**src/rtl/rst_gen_pkg.sv**
```systemverilog
// rtl/rst_gen_pkg.sv - shared state encoding for the reset pulse generator
package rst_gen_pkg;

    typedef enum logic [2:0] {
        POR,
        IDLE,
        DEBOUNCE,
        PULSE,
        RELEASE
    } rst_gen_state_t;

endpackage

```
**src/rtl/btn_synchronizer.sv**
```systemverilog
// rtl/btn_synchronizer.sv - two-flop synchronizer for the asynchronous push-button
module btn_synchronizer (
    input  logic clk,
    input  logic reset,
    input  logic btn_in,
    output logic btn_sync
);

    logic btn_meta;

    cmn_Reg #(.p_width(1)) u_stage1 (
        .clk   (clk),
        .reset (reset),
        .d     (btn_in),
        .q     (btn_meta)
    );

    cmn_Reg #(.p_width(1)) u_stage2 (
        .clk   (clk),
        .reset (reset),
        .d     (btn_meta),
        .q     (btn_sync)
    );

endmodule

```
**src/rtl/cmn_reg.sv**
```systemverilog
// rtl/cmn_reg.sv - generic register stage with synchronous active-high clear
module cmn_Reg #(
    parameter int p_width = 1
) (
    input  logic               clk,
    input  logic               reset,
    input  logic [p_width-1:0] d,
    output logic [p_width-1:0] q
);

    always_ff @(posedge clk) begin
        if (reset) begin
            q <= '0;
        end else begin
            q <= d;
        end
    end

endmodule

```
**src/rtl/reset_pulse_gen.sv**
```systemverilog
// rtl/reset_pulse_gen.sv - power-on reset plus debounced push-button reset pulses
module reset_pulse_gen
    import rst_gen_pkg::*;
#(
    parameter int p_por_cycles      = 32,
    parameter int p_debounce_cycles = 16,
    parameter int p_pulse_cycles    = 8,
    parameter int p_cnt_nbits       = 8
) (
    input  logic                   clk,
    input  logic                   reset,
    input  logic                   btn_in,
    output logic                   reset_out,
    output logic                   ready,
    output logic [p_cnt_nbits-1:0] pulse_count
);

    localparam int max_pd    = (p_por_cycles > p_debounce_cycles) ? p_por_cycles : p_debounce_cycles;
    localparam int max_cyc   = (max_pd > p_pulse_cycles) ? max_pd : p_pulse_cycles;
    localparam int cnt_nbits = $clog2(max_cyc) + 1;

    localparam logic [cnt_nbits-1:0] por_last      = cnt_nbits'(p_por_cycles - 1);
    localparam logic [cnt_nbits-1:0] debounce_last = cnt_nbits'(p_debounce_cycles - 1);
    localparam logic [cnt_nbits-1:0] pulse_last    = cnt_nbits'(p_pulse_cycles - 1);

    rst_gen_state_t        state;
    rst_gen_state_t        next_state;
    logic [cnt_nbits-1:0]  cnt;
    logic [cnt_nbits-1:0]  cnt_next;
    logic                  pulse_inc;
    logic                  btn_sync;

    btn_synchronizer u_btn_sync (
        .clk      (clk),
        .reset    (reset),
        .btn_in   (btn_in),
        .btn_sync (btn_sync)
    );

    always_comb begin
        next_state = state;
        cnt_next   = cnt + cnt_nbits'(1);
        pulse_inc  = 1'b0;
        case (state)
            POR: begin
                if (cnt == por_last) begin
                    next_state = IDLE;
                    cnt_next   = '0;
                end
            end
            IDLE: begin
                cnt_next = '0;
                if (btn_sync) begin
                    next_state = DEBOUNCE;
                end
            end
            DEBOUNCE: begin
                if (!btn_sync) begin
                    next_state = IDLE;
                    cnt_next   = '0;
                end else if (cnt == debounce_last) begin
                    next_state = PULSE;
                    cnt_next   = '0;
                    pulse_inc  = 1'b1;
                end
            end
            PULSE: begin
                if (cnt == pulse_last) begin
                    next_state = RELEASE;
                    cnt_next   = '0;
                end
            end
            RELEASE: begin
                // Any return of the button restarts the release qualification window.
                if (btn_sync) begin
                    cnt_next = '0;
                end else if (cnt == debounce_last) begin
                    next_state = IDLE;
                    cnt_next   = '0;
                end
            end
            default: begin
                next_state = POR;
                cnt_next   = '0;
            end
        endcase
    end

    // Outputs are decoded from next_state into flops, so they track state with no extra lag.
    always_ff @(posedge clk) begin
        if (reset) begin
            state       <= POR;
            cnt         <= '0;
            pulse_count <= '0;
            reset_out   <= 1'b1;
            ready       <= 1'b0;
        end else begin
            state     <= next_state;
            cnt       <= cnt_next;
            reset_out <= (next_state == POR) || (next_state == PULSE);
            ready     <= (next_state == IDLE);
            if (pulse_inc && (pulse_count != '1)) begin
                pulse_count <= pulse_count + p_cnt_nbits'(1);
            end
        end
    end

endmodule
```
**config.mk**
```make
export PLATFORM = sky130hd
export DESIGN_NAME = reset_pulse_gen
export DESIGN_NICKNAME = d
export VERILOG_FILES = /design/src/rtl/rst_gen_pkg.sv /design/src/rtl/btn_synchronizer.sv /design/src/rtl/cmn_reg.sv /design/src/rtl/reset_pulse_gen.sv
export SDC_FILE = /design/constraint.sdc
export NUM_CORES = 1
export LEC_CHECK = 0
export CORE_AREA = 2 2 52 78
export DETAILED_ROUTE_END_ITERATION = 10
export DIE_AREA = 0 0 54 80
export PLACE_DENSITY = 0.51
export SLEW_MARGIN = 20
export SYNTH_ARGS = -nofsm -noshare
export SYNTH_HDL_FRONTEND = slang
export SYNTH_SLANG_ARGS = --single-unit
```
**constraint.sdc**
```tcl
create_clock -name clk -period 3.1 [get_ports clk]
set_input_delay 0.31 -clock clk [delete_from_list [all_inputs] [get_ports clk]]
set_output_delay 0.31 -clock clk [all_outputs]
set_load 0.05 [all_outputs]
```
Word-level counts from Yosys, hierarchy flattened --
Cells that the tools add are included.
Storage, ports and cells: register bits 21, input bits 3, logic and storage cells 40
Operators by class: $add $sub $neg 2, eq/ne operators 10, muxes and demuxes 17, reduce and logical (&&, ||, !) cells 4
Operator list (number):
- $mux W6 | 5
- $pmux W6 S4 | 1
- $mux W3 | 7
- $pmux W3 S5 | 1
- $eq A3 B2 Y1 const B | 3
- $add A8 B1 Y8 const B | 1
- $ne A8 B8 Y1 const B | 1
- $add A6 B1 Y6 const B | 1
- $eq A3 B1 Y1 const B | 2
- $eq A6 B3 Y1 const B | 1
- $eq A6 B4 Y1 const B | 1
- $eq A6 B5 Y1 const B | 1
- $logic_not A3 Y1 | 2
- $eq A3 B3 Y1 const B | 1
- $mux W1 | 3
- $logic_and A1 B1 Y1 | 1
- $logic_or A1 B1 Y1 | 1

Longest topological paths before layout --
Gate-level depths: netlist (run 1).
word-level depth 6, mapped depth 6, gate-level depth less buffers 6

Modules after synthesis --
From an unflattened synthesis (run 1), not the netlist that was laid out.
Second synthesis, totals: cell total of the unflattened synthesis 118, area, all modules 1058.5 sq um
By module, submodules not included:
- reset_pulse_gen | times used 1, cells each 114, area each 991.0 sq um, seq. area each 380.4 sq um
- cmn_Reg | times used 2, cells each 2, area each 33.8 sq um, seq. area each 20.0 sq um

Least setup slack after synthesis (run 1) --
No wires, ideal clock.
kind reg-to-reg, from register pulse_count[0], to register pulse_count[2], library setup time 0.128 ns, arrival time 1.732 ns, data required time 2.972 ns, slack 1.240 ns, stages on the path, launching flop included 7, path buffers 0, period minus slack after synthesis 1.860 ns, cells stage by stage dfxtp_1 > ha_1 > nand3_1 > nor2_1 > nor3b_1 > xnor2_1 > nor2_1
Between the ends: word-level cells in the longest chain between the ends 2
Ends and longest elaborated chain:
- from (decl) | line reset_pulse_gen.sv:15 | output logic [p_cnt_nbits-1:0] pulse_count
- from (signal assigned) | line reset_pulse_gen.sv:103 | pulse_count <= pulse_count + p_cnt_nbits'(1);
- branches (longest 2 deep; another with $add A8 B1 Y8)
Parallel ways; which one is timed is not known. A chain may end at the register's enable or synchronous reset.

Worst setup path after layout (run 1) --
from register pulse_count[2], to output port pulse_count[2]
No word-level cell between the ends.

==> run_results.csv, run 1 <==
group,metric,value,unit
synth,synth_fp_nets,123,
timing,achievable_clock_frequency,544,MHz
clock_tree,hold_buffers,0,
route,routedWlPerCell,12.4,um
worst_setup_path,critPathCaptureType,"output pin",
synth,synth_top_area_frac,0.403,
floorplanning,initial_cell_density_of_the_core,0.286,
synth,synth_area_leader_cell,"dfxtp_1",
synth,synth_seq_area_share,0.403,
min_path,min_path_type,"flip-flop to flip-flop",
worst_setup_path,crit_family,"buffers and inverters",
pwr,power.leakage,0.373,nW
pwr,cellPowerDensity,382,mW/mm^2
route,drt.antenna.violating_nets,0,
outcome,result_of_the_run,"complete, no violations",
timing,final_period_minus_worst_setup_slack,1.84,ns
final_layout,n_antenna_cell,0,
floorplanning,core_area,0.00365,mm^2
clock_tree,cts_tree,"built",
pwr,vdd_drop_max,0.142,mV
route,route.detailed.drc,0,
clock_tree,clk_pin_slew_worst_paths,0.08,ns
global_routing,wire_length_of_the_first_global_routing_pass,3510,um
timing,fin_hold_ws,0.439,ns
run,maxCapViolCount,0,
route,num_vias,889,
synth,synth-seq-cells,21,
floorplanning,dieArea,0.00432,mm^2
synth,synth.avg_cell_area,8.83,um^2
final_layout,post-route-util,0.338,
timing,finalHoldViolations,0,
global_routing,grt-ovfl-total,0,
synth,synth_edf_count,0,
global_routing,grt_max_degree,15,
synth,flip_flop_cell_with_the_highest_count_after_synthesis,"dfxtp_1",
min_path,hold_start,"u_btn_sync.u_stage1.q$_SDFF_PP0_",
worst_setup_path,critPathLaunch,"pulse_count[2]$_SDFFE_PP0P_",
worst_setup_path,worst-endpoint-arrival,1.53,ns
timing,max_slew_margin,0.595,
timing,rsz0062_at_grt,"false",
pwr,finalPower,471,uW
worst_setup_path,worst_setup_path_start_kind,"flip-flop",
worst_setup_path,worst-endpoint-required,2.79,ns
clock_tree,htree_num_levels,1,
synth,synthCells,118,
route,iteration_count_of_the_initial_detailed_routing_pass,5,
worst_setup_path,setup.reg_to_reg.worst_slack,1.30,ns
synth,synthTopCellsByCount,"dfxtp_1, nor2_1, xnor2_1",
worst_setup_path,critical_path.max_stage_delay,0.84,ns
timing,final-max-slew-violation-count,0,
min_path,worst_hold_path.num_cells,1,
worst_setup_path,crit_type,"flip-flop to output pin",
worst_setup_path,path_depth,1,
timing,fin_worst_skew,0.00615,ns
route,initial_drc_count,27,
worst_setup_path,crit-reg2reg-launch,"cnt[0]$_SDFF_PP0_",
synth,synth_warnings,0,
synth,synth_top_cells_by_area,"dfxtp_1, xnor2_1, nor2_1",
route,viasPerCell,5.17,
timing,final-setup-viol-count,0,
floorplanning,floorplan.die.height,80,um
final_layout,syn_to_final_growth,18.2,%
global_routing,grt_pass1_vias,804,
placement,dp_hpwl,1550,um
worst_setup_path,crit_path_max_fanout,5,
global_routing,grt_use_total,0.110,
clock_tree,clk_root_buffer_cell,"clkbuf_8",
worst_setup_path,worstPathBufferInverterCount,1,
clock_tree,numCtsBuffers,3,
synth,ys_async_sr_fraction,0,
worst_setup_path,crit_slowest_cell,"clkdlybuf4s50_1",
final_layout,nets,135,
floorplanning,fp-row-count,27,
route,wirelength,2130,um
timing,max_slew.worst_pin.slew,0.605,ns
floorplanning,io-pin-count,13,
global_routing,antenna_found_initial,0,
clock_tree,cts_resized,0,
clock_tree,cts.sink_count,21,
timing,finalCritPeriodShare,0.592,
timing,finalSetupTns,0,ns
synth,synth.distinct_cells,35,
synth,synthesis.area,0.00104,mm^2
placement,routability_cong,0.885,
placement,io_buffer_count,12,
floorplanning,die_width,54,um
worst_setup_path,reg2reg_depth,6,
clock_tree,clk_latency,0.26,ns
final_layout,final_layout_size_suffix_gt1_frac,0.0775,
worst_setup_path,crit_chain,"clkdlybuf4s50_1",
clock_tree,postCtsSetupBuffers,0,
clock_tree,cts_buffer_depth,2,
[logic make-up (layout without fill, tap and decap cells)]
family,after synthesis,in the layout,synth area share
AOI/OAI and AO/OA,18,18,0.121
xor gates and xnor gates,11,11,0.0924
adders and majority gates,2,2,0.0240
buffers and inverters,7,18,0.0360
DFF,21,21,0.403
and+or+nand+nor,59,59,0.323
[registers in the layout, summed over array words and instances, names as in the netlist]
register and cells:
state 3, u_btn_sync.u_stage2.q 1, ready 1, u_btn_sync.u_stage1.q 1
pulse_count 8, cnt 6, reset_out 1
[area by class of cell]
cell class	count	area [um^2]
Sequential cell	21	420
Clock buffer	3	41.3
Fill cell	391	2420
Timing Repair Buffer	12	120
Tap cell	43	53.8
Inverter	2	7.51
Multi-Input combinational cell	90	584
Clock inverter	1	5.00
[placed cells by master (no fill, tap or decap)]
master,n
o21bai_1,4
nor3b_1,1
nor4_2,3
a21oi_1,3
xnor2_1,10
nand4_4,1
inv_1,2
and3_1,1
a2111oi_0,1
a2bb2oi_1,1
a311oi_1,1
a22oi_1,1
nor4b_2,1
a31oi_1,1
clkbuf_8,3
nor4_1,3
ha_1,2
and2_1,1
or3_1,1
dfxtp_1,21
nand2b_1,1
nand2_1,7
a211oi_1,3
clkinv_2,1
nor2b_1,5
o221ai_1,1
nor2_1,21
nand3_1,5
and3_4,1
nand4_1,3
xor2_1,1
o21ai_0,2
nor3_1,4
clkdlybuf4s50_1,12
[through the flow]
step                      cells  cell area, um^2  setup WS [ns]
after CTS                   172             1230           1.24
after global routing        172             1230           1.03
after detailed placement    168             1190           1.25
final                       172             1230           1.26
after global placement      168             1190           1.29
after floorplan             118             1040           1.24
[where the power goes]
part | switching (mW) | internal (mW) | leakage (nW)
logic | 0.00913 | 0.00766 | 0.178
registers | 0.00403 | 0.274 | 0.170
clock network | 0.0863 | 0.0894 | 0.0255
[routing by layer]
layer	global-route usage	vias to the layer above	routed length [um]	part of all wire
li1	-	441	-	-
met5	0	-	0	0
met4	0.0800	0	73	0.034
met1	0.120	406	867	0.41
met3	0.0187	10	100	0.047
met2	0.182	32	1090	0.51
[path summary, 6_finish.rpt]
kind,endpoint
setup / recovery,pulse_count[2]
hold / removal,u_btn_sync.u_stage2.q$_SDFF_PP0_
setup reg to reg,reset_out$_SDFF_PP1_
hold reg to reg,u_btn_sync.u_stage2.q$_SDFF_PP0_
No activity file was read; power rests on OpenSTA's default activity.
==> run 2: changes to the inputs <==
clock period = 1.8 ns   (was 3.1 ns; I/O delays follow)
==> run 2 against run 1 <==
Against the previous run:
- setup slack got worse by 1.2 ns
- total power rose by 71%
- die area unchanged
- via count shrank 2.9%
- combinational power is 95% higher
- global-route usage is 0.58 points lower
- non-clock buffer count rose by 3
- largest power group unchanged
==> run_results.csv, run 2 (synthesized netlist as in run 1, its figures left out) <==
group,metric,value,unit
final_layout,flip_flop_count_of_the_largest_register_all_copies_and_words_added,8,
clock_tree,cts.sink_count,21,
route,route.detailed.drc,0,
pwr,power.leakage,0.393,nW
timing,finalSetupTns,0,ns
worst_setup_path,path_depth,1,
clock_tree,postCtsSetupBuffers,0,
timing,final-setup-viol-count,0,
final_layout,largest-register,"pulse_count",
floorplanning,core_area,0.00365,mm^2
pwr,finalPower,806,uW
timing,fin_hold_ws,0.452,ns
floorplanning,initial_cell_density_of_the_core,0.286,
floorplanning,dieArea,0.00432,mm^2
clock_tree,htree_num_levels,1,
route,drt.antenna.violating_nets,0,
clock_tree,clk_root_buffer_cell,"clkbuf_8",
floorplanning,die_width,54,um
placement,io_buffer_count,12,
timing,max_slew.worst_pin.slew,0.500,ns
route,initial_drc_count,29,
route,iteration_count_of_the_initial_detailed_routing_pass,4,
worst_setup_path,crit_family,"buffers and inverters",
timing,achievable_clock_frequency,583,MHz
global_routing,wire_length_of_the_first_global_routing_pass,3420,um
final_layout,finalInstanceArea,0.00127,mm^2
route,num_vias,863,
placement,dpl_cell_area,0.00121,mm^2
global_routing,grt_pass1_vias,827,
worst_setup_path,crit_type,"flip-flop to output pin",
worst_setup_path,crit_chain,"clkdlybuf4s50_1",
final_layout,n_antenna_cell,0,
worst_setup_path,worst_setup_path_start_kind,"flip-flop",
timing,final-max-slew-violation-count,0,
worst_setup_path,reg2reg_depth,5,
global_routing,grt_max_degree,12,
timing,final_period_minus_worst_setup_slack,1.71,ns
timing,finalCritPeriodShare,0.953,
clock_tree,clk_pin_slew_worst_paths,0.07,ns
worst_setup_path,critical_path.max_stage_delay,0.85,ns
clock_tree,clk_latency,0.25,ns
placement,dp_hpwl,1550,um
clock_tree,numCtsBuffers,3,
outcome,result_of_the_run,"complete, no violations",
timing,fin_worst_skew,0.00484,ns
clock_tree,cts_tree,"built",
floorplanning,floorplan.die.height,80,um
run,maxCapViolCount,0,
worst_setup_path,worstPathBufferInverterCount,1,
worst_setup_path,crit_slowest_cell,"clkdlybuf4s50_1",
min_path,worst_hold_path.num_cells,1,
pwr,cellPowerDensity,632,mW/mm^2
worst_setup_path,worst-endpoint-arrival,1.53,ns
final_layout,final_layout_size_suffix_gt1_frac,0.144,
route,viasPerCell,4.93,
timing,finalHoldViolations,0,
pwr,vdd_drop_max,0.370,mV
route,wirelength,2030,um
final_layout,syn_to_final_growth,22.3,%
global_routing,grt_use_total,0.104,
timing,max_slew_margin,0.666,
clock_tree,cts_buffer_depth,2,
worst_setup_path,critPathCaptureType,"output pin",
final_layout,nets,138,
floorplanning,fp-row-count,27,
final_layout,layout_common_cells,"nor2_1, dfxtp_1, clkdlybuf4s50_1, xnor2_1, nand2_1",
final_layout,post-route-util,0.349,
route,routedWlPerCell,11.6,um
worst_setup_path,worst-endpoint-required,1.62,ns
floorplanning,io-pin-count,13,
worst_setup_path,crit_path_max_fanout,6,
final_layout,top_regs,"pulse_count x8, cnt x6, state x3",
global_routing,grt-ovfl-total,0,
timing,rsz0062_at_grt,"false",
min_path,min_path_type,"flip-flop to flip-flop",
global_routing,antenna_found_initial,0,
placement,routability_cong,0.723,
-- run 2: cell count changes in the layout (fill, tap and decap cells not counted), sizes merged --
cell           previous run  this run
clkbuf                    3         4
buf                       0         4
clkinv                    1         0
clkdlybuf4s50            12        11
-- run 2: cell type report --
class,count,area [um^2]
repair buffers,15,140
fillers,394,2370
multi-input cells,90,607
flip-flops and latches,21,422
well taps,43,53.8
clock buffers,4,45.0
inverters,2,7.51
-- run 2: per-stage QoR --
step	cells	setup slack, ns
6_report	175	0.0855
5_1_grt	175	0.0202
4_1_cts	175	0.0733
2_1_floorplan	118	0.0890
3_3_place_gp	171	0.133
3_5_place_dp	171	0.0778
-- run 2: where the power goes --
group	switching, mW	internal [mW]	leakage [nW]	total (mW)
Combinational	0.0159	0.0169	0.199	0.0328
Clock	0.137	0.157	0.0228	0.294
Sequential	0.00713	0.472	0.171	0.480
-- run 2: repair_timing --
item,4_1_cts,5_1_grt
hold buffers,0,0
gates resized for setup,0,4
setup endpoints to repair,0,2
-- run 2: per-layer routing --
layer  GRT usage  routed length [um]
met3      0.0243                  74
met4      0.0225                   0
met2       0.173                1070
met5           0                   0
met1       0.133                 884
-- run 2: worst paths after layout --
kind                                         start                                to  slack [ns]
setup / recovery       pulse_count[3]$_SDFFE_PP0P_                    pulse_count[3]        0.09
hold / removal    u_btn_sync.u_stage1.q$_SDFF_PP0_  u_btn_sync.u_stage2.q$_SDFF_PP0_        0.45
setup reg to reg               state[1]$_SDFF_PP0_                 cnt[4]$_SDFF_PP0_        0.13
hold reg to reg   u_btn_sync.u_stage1.q$_SDFF_PP0_  u_btn_sync.u_stage2.q$_SDFF_PP0_        0.45
==> RTL change, RTL diff (settings of run 1) <==
The 5 states of `rst_gen_state_t` get a one-hot encoding in 5 bits.
--- a/src/rtl/rst_gen_pkg.sv
+++ b/src/rtl/rst_gen_pkg.sv
@@ -1,12 +1,12 @@
 // rtl/rst_gen_pkg.sv - shared state encoding for the reset pulse generator
 package rst_gen_pkg;
 
-    typedef enum logic [2:0] {
-        POR,
-        IDLE,
-        DEBOUNCE,
-        PULSE,
-        RELEASE
+    typedef enum logic [4:0] {
+        POR      = 5'b00001,
+        IDLE     = 5'b00010,
+        DEBOUNCE = 5'b00100,
+        PULSE    = 5'b01000,
+        RELEASE  = 5'b10000
     } rst_gen_state_t;
 
 endpackage
Behaviour: same outputs for any inputs over 10 cycles, from zero or initial values and one cycle with reset high; not proved beyond that.
==> RTL change against run 1 <==
- sequential cell count increased by 2
- routed wire length increased by 34%
- setup slack got worse by 0.32 ns
- synthesized cell count increased by 22%
- critical path depth increased by 4
- die area unchanged
- via count increased by 22%
- worst hold slack improved by 0.012 ns
- first-iteration DRC count unchanged
- fmax decreased by 15%
- count of clock-buffer cells in the layout unchanged
- total power increased by 9.1%
- critical endpoint is now pulse_count[7]
- area after synthesis increased by 24%
- final area increased by 18%
==> RTL change: results (changes against run 1) <==
<table>
<tr><th>Metric</th><th>Value</th></tr>
<tr><th colspan="2">Run status</th></tr>
<tr><td>Outcome</td><td>completed</td></tr>
<tr><th colspan="2">Final layout</th></tr>
<tr><td>Largest regs</td><td>pulse_count: 8 flops, cnt: 6 flops, state: 5 flops</td></tr>
<tr><td>Count of fill cells added during filler insertion</td><td>379 (-3.1%)</td></tr>
<tr><td>Share of layout cells above drive strength 1</td><td>0.0933 (+0.0158)</td></tr>
<tr><th colspan="2">Power</th></tr>
<tr><td>P_seq</td><td>0.000303 W (+9.0%)</td></tr>
<tr><td>Peak supply drop</td><td>0.000195 V (+38%)</td></tr>
<tr><td>Leakage power</td><td>0.450 nW (+20%)</td></tr>
<tr><td>Share of power burned in the clock network</td><td>0.368 (-0.005)</td></tr>
<tr><th colspan="2">Logic synthesis</th></tr>
<tr><td>Number of nets produced by synthesis</td><td>149 (+21%)</td></tr>
<tr><td>Sequential share of the synthesized area</td><td>0.356 (-0.0475)</td></tr>
<tr><td>Synthesized instance count</td><td>144 (+22%)</td></tr>
<tr><td>Synth cell count leaders</td><td>sky130_fd_sc_hd__dfxtp_1 (23), sky130_fd_sc_hd__nand2_1 (10), sky130_fd_sc_hd__nor2_1 (10)</td></tr>
<tr><td>Netlist cell types</td><td>45 (+29%)</td></tr>
<tr><th colspan="2">Route</th></tr>
<tr><td>Avg Vias per Cell</td><td>5.63 (+9.0%)</td></tr>
<tr><td>DR WL met3</td><td>51 um (-49%)</td></tr>
<tr><td>Met1 routed wirelength after detailed routing</td><td>1240 um (+43%)</td></tr>
<tr><td>Average detailed-routed wire length per instance</td><td>14.8 um (+19%)</td></tr>
<tr><td>Drt first pass iters</td><td>4 (-1)</td></tr>
<tr><th colspan="2">Global route</th></tr>
<tr><td>Largest net degree at the start of global routing</td><td>21 (+6)</td></tr>
<tr><td>GRT Overall Usage</td><td>0.150 (+0.0401)</td></tr>
<tr><td>Global-route wire length before repair</td><td>4890 um (+40%)</td></tr>
<tr><td>Met1 layer usage reported by global route</td><td>0.178 (+0.0587)</td></tr>
<tr><td>Met3 Resource Use GR</td><td>0.0206 (+0.00187)</td></tr>
<tr><td>Number of global-route vias before repair</td><td>1,097 (+36%)</td></tr>
<tr><th colspan="2">STA</th></tr>
<tr><td>Final setup skew</td><td>0.00828 ns (+0.00214 ns)</td></tr>
<tr><th colspan="2">Worst setup path</th></tr>
<tr><td>Maximum fanout along the worst path</td><td>14 (+9)</td></tr>
<tr><th colspan="2">Placement</th></tr>
<tr><td>Placer congestion estimate</td><td>0.847 (-4.3%)</td></tr>
</table>
RTL change: cell families after synthesis:
group           after synthesis  share of synthesized area
simple gates                 68                      0.324
buf+inv                      12                     0.0532
xor+xnor                      6                     0.0406
compound gates               31                      0.191
flops                        23                      0.356
fa+ha+maj                     2                     0.0193
mux                           2                     0.0164
RTL change: final timing paths:
kind | depth (start not counted) | start | slack (ns) | endpoint
max | 5 | cnt[0] | 0.94 | pulse_count[7]
min | 1 | u_btn_sync.u_stage1.q | 0.45 | u_btn_sync.u_stage2.q
max reg2reg | 5 | cnt[0] | 0.94 | pulse_count[7]
min reg2reg | 1 | u_btn_sync.u_stage1.q | 0.45 | u_btn_sync.u_stage2.q
RTL change: area by class of cell:
| cell class | instances | area (um^2) | area share |
|---|---|---|---|
| Clock buffer | 3 | 41.3 | 0.0284 |
| Clock inverter | 1 | 5.00 | 0.00345 |
| Inverter | 2 | 7.51 | 0.00517 |
| Multi-Input combinational cell | 109 | 764 | 0.526 |
| Sequential cell | 23 | 460 | 0.317 |
| Tap cell | 43 | 53.8 | 0.0370 |
| Timing Repair Buffer | 12 | 120 | 0.0827 |
RTL change: worst max-delay path, stage by stage, from the launching register on:
cell and delay [ns]:
sky130_fd_sc_hd__dfxtp_1 0.36, sky130_fd_sc_hd__ha_1 0.23, sky130_fd_sc_hd__nor3b_4 0.34, sky130_fd_sc_hd__nand4_2 0.38
sky130_fd_sc_hd__or4_1 0.60, sky130_fd_sc_hd__a21oi_1 0.16
RTL change: per-stage QoR:
step / power [W] / worst slack [ns] / instance area (um^2)
after floorplan: 0.000325 / 1.16 / 1290
after global placement: 0.000332 / 1.02 / 1410
after detailed placement: 0.000332 / 0.967 / 1410
after CTS: 0.000520 / 0.916 / 1450
after global routing: 0.000537 / 0.759 / 1450
final: 0.000513 / 0.941 / 1450
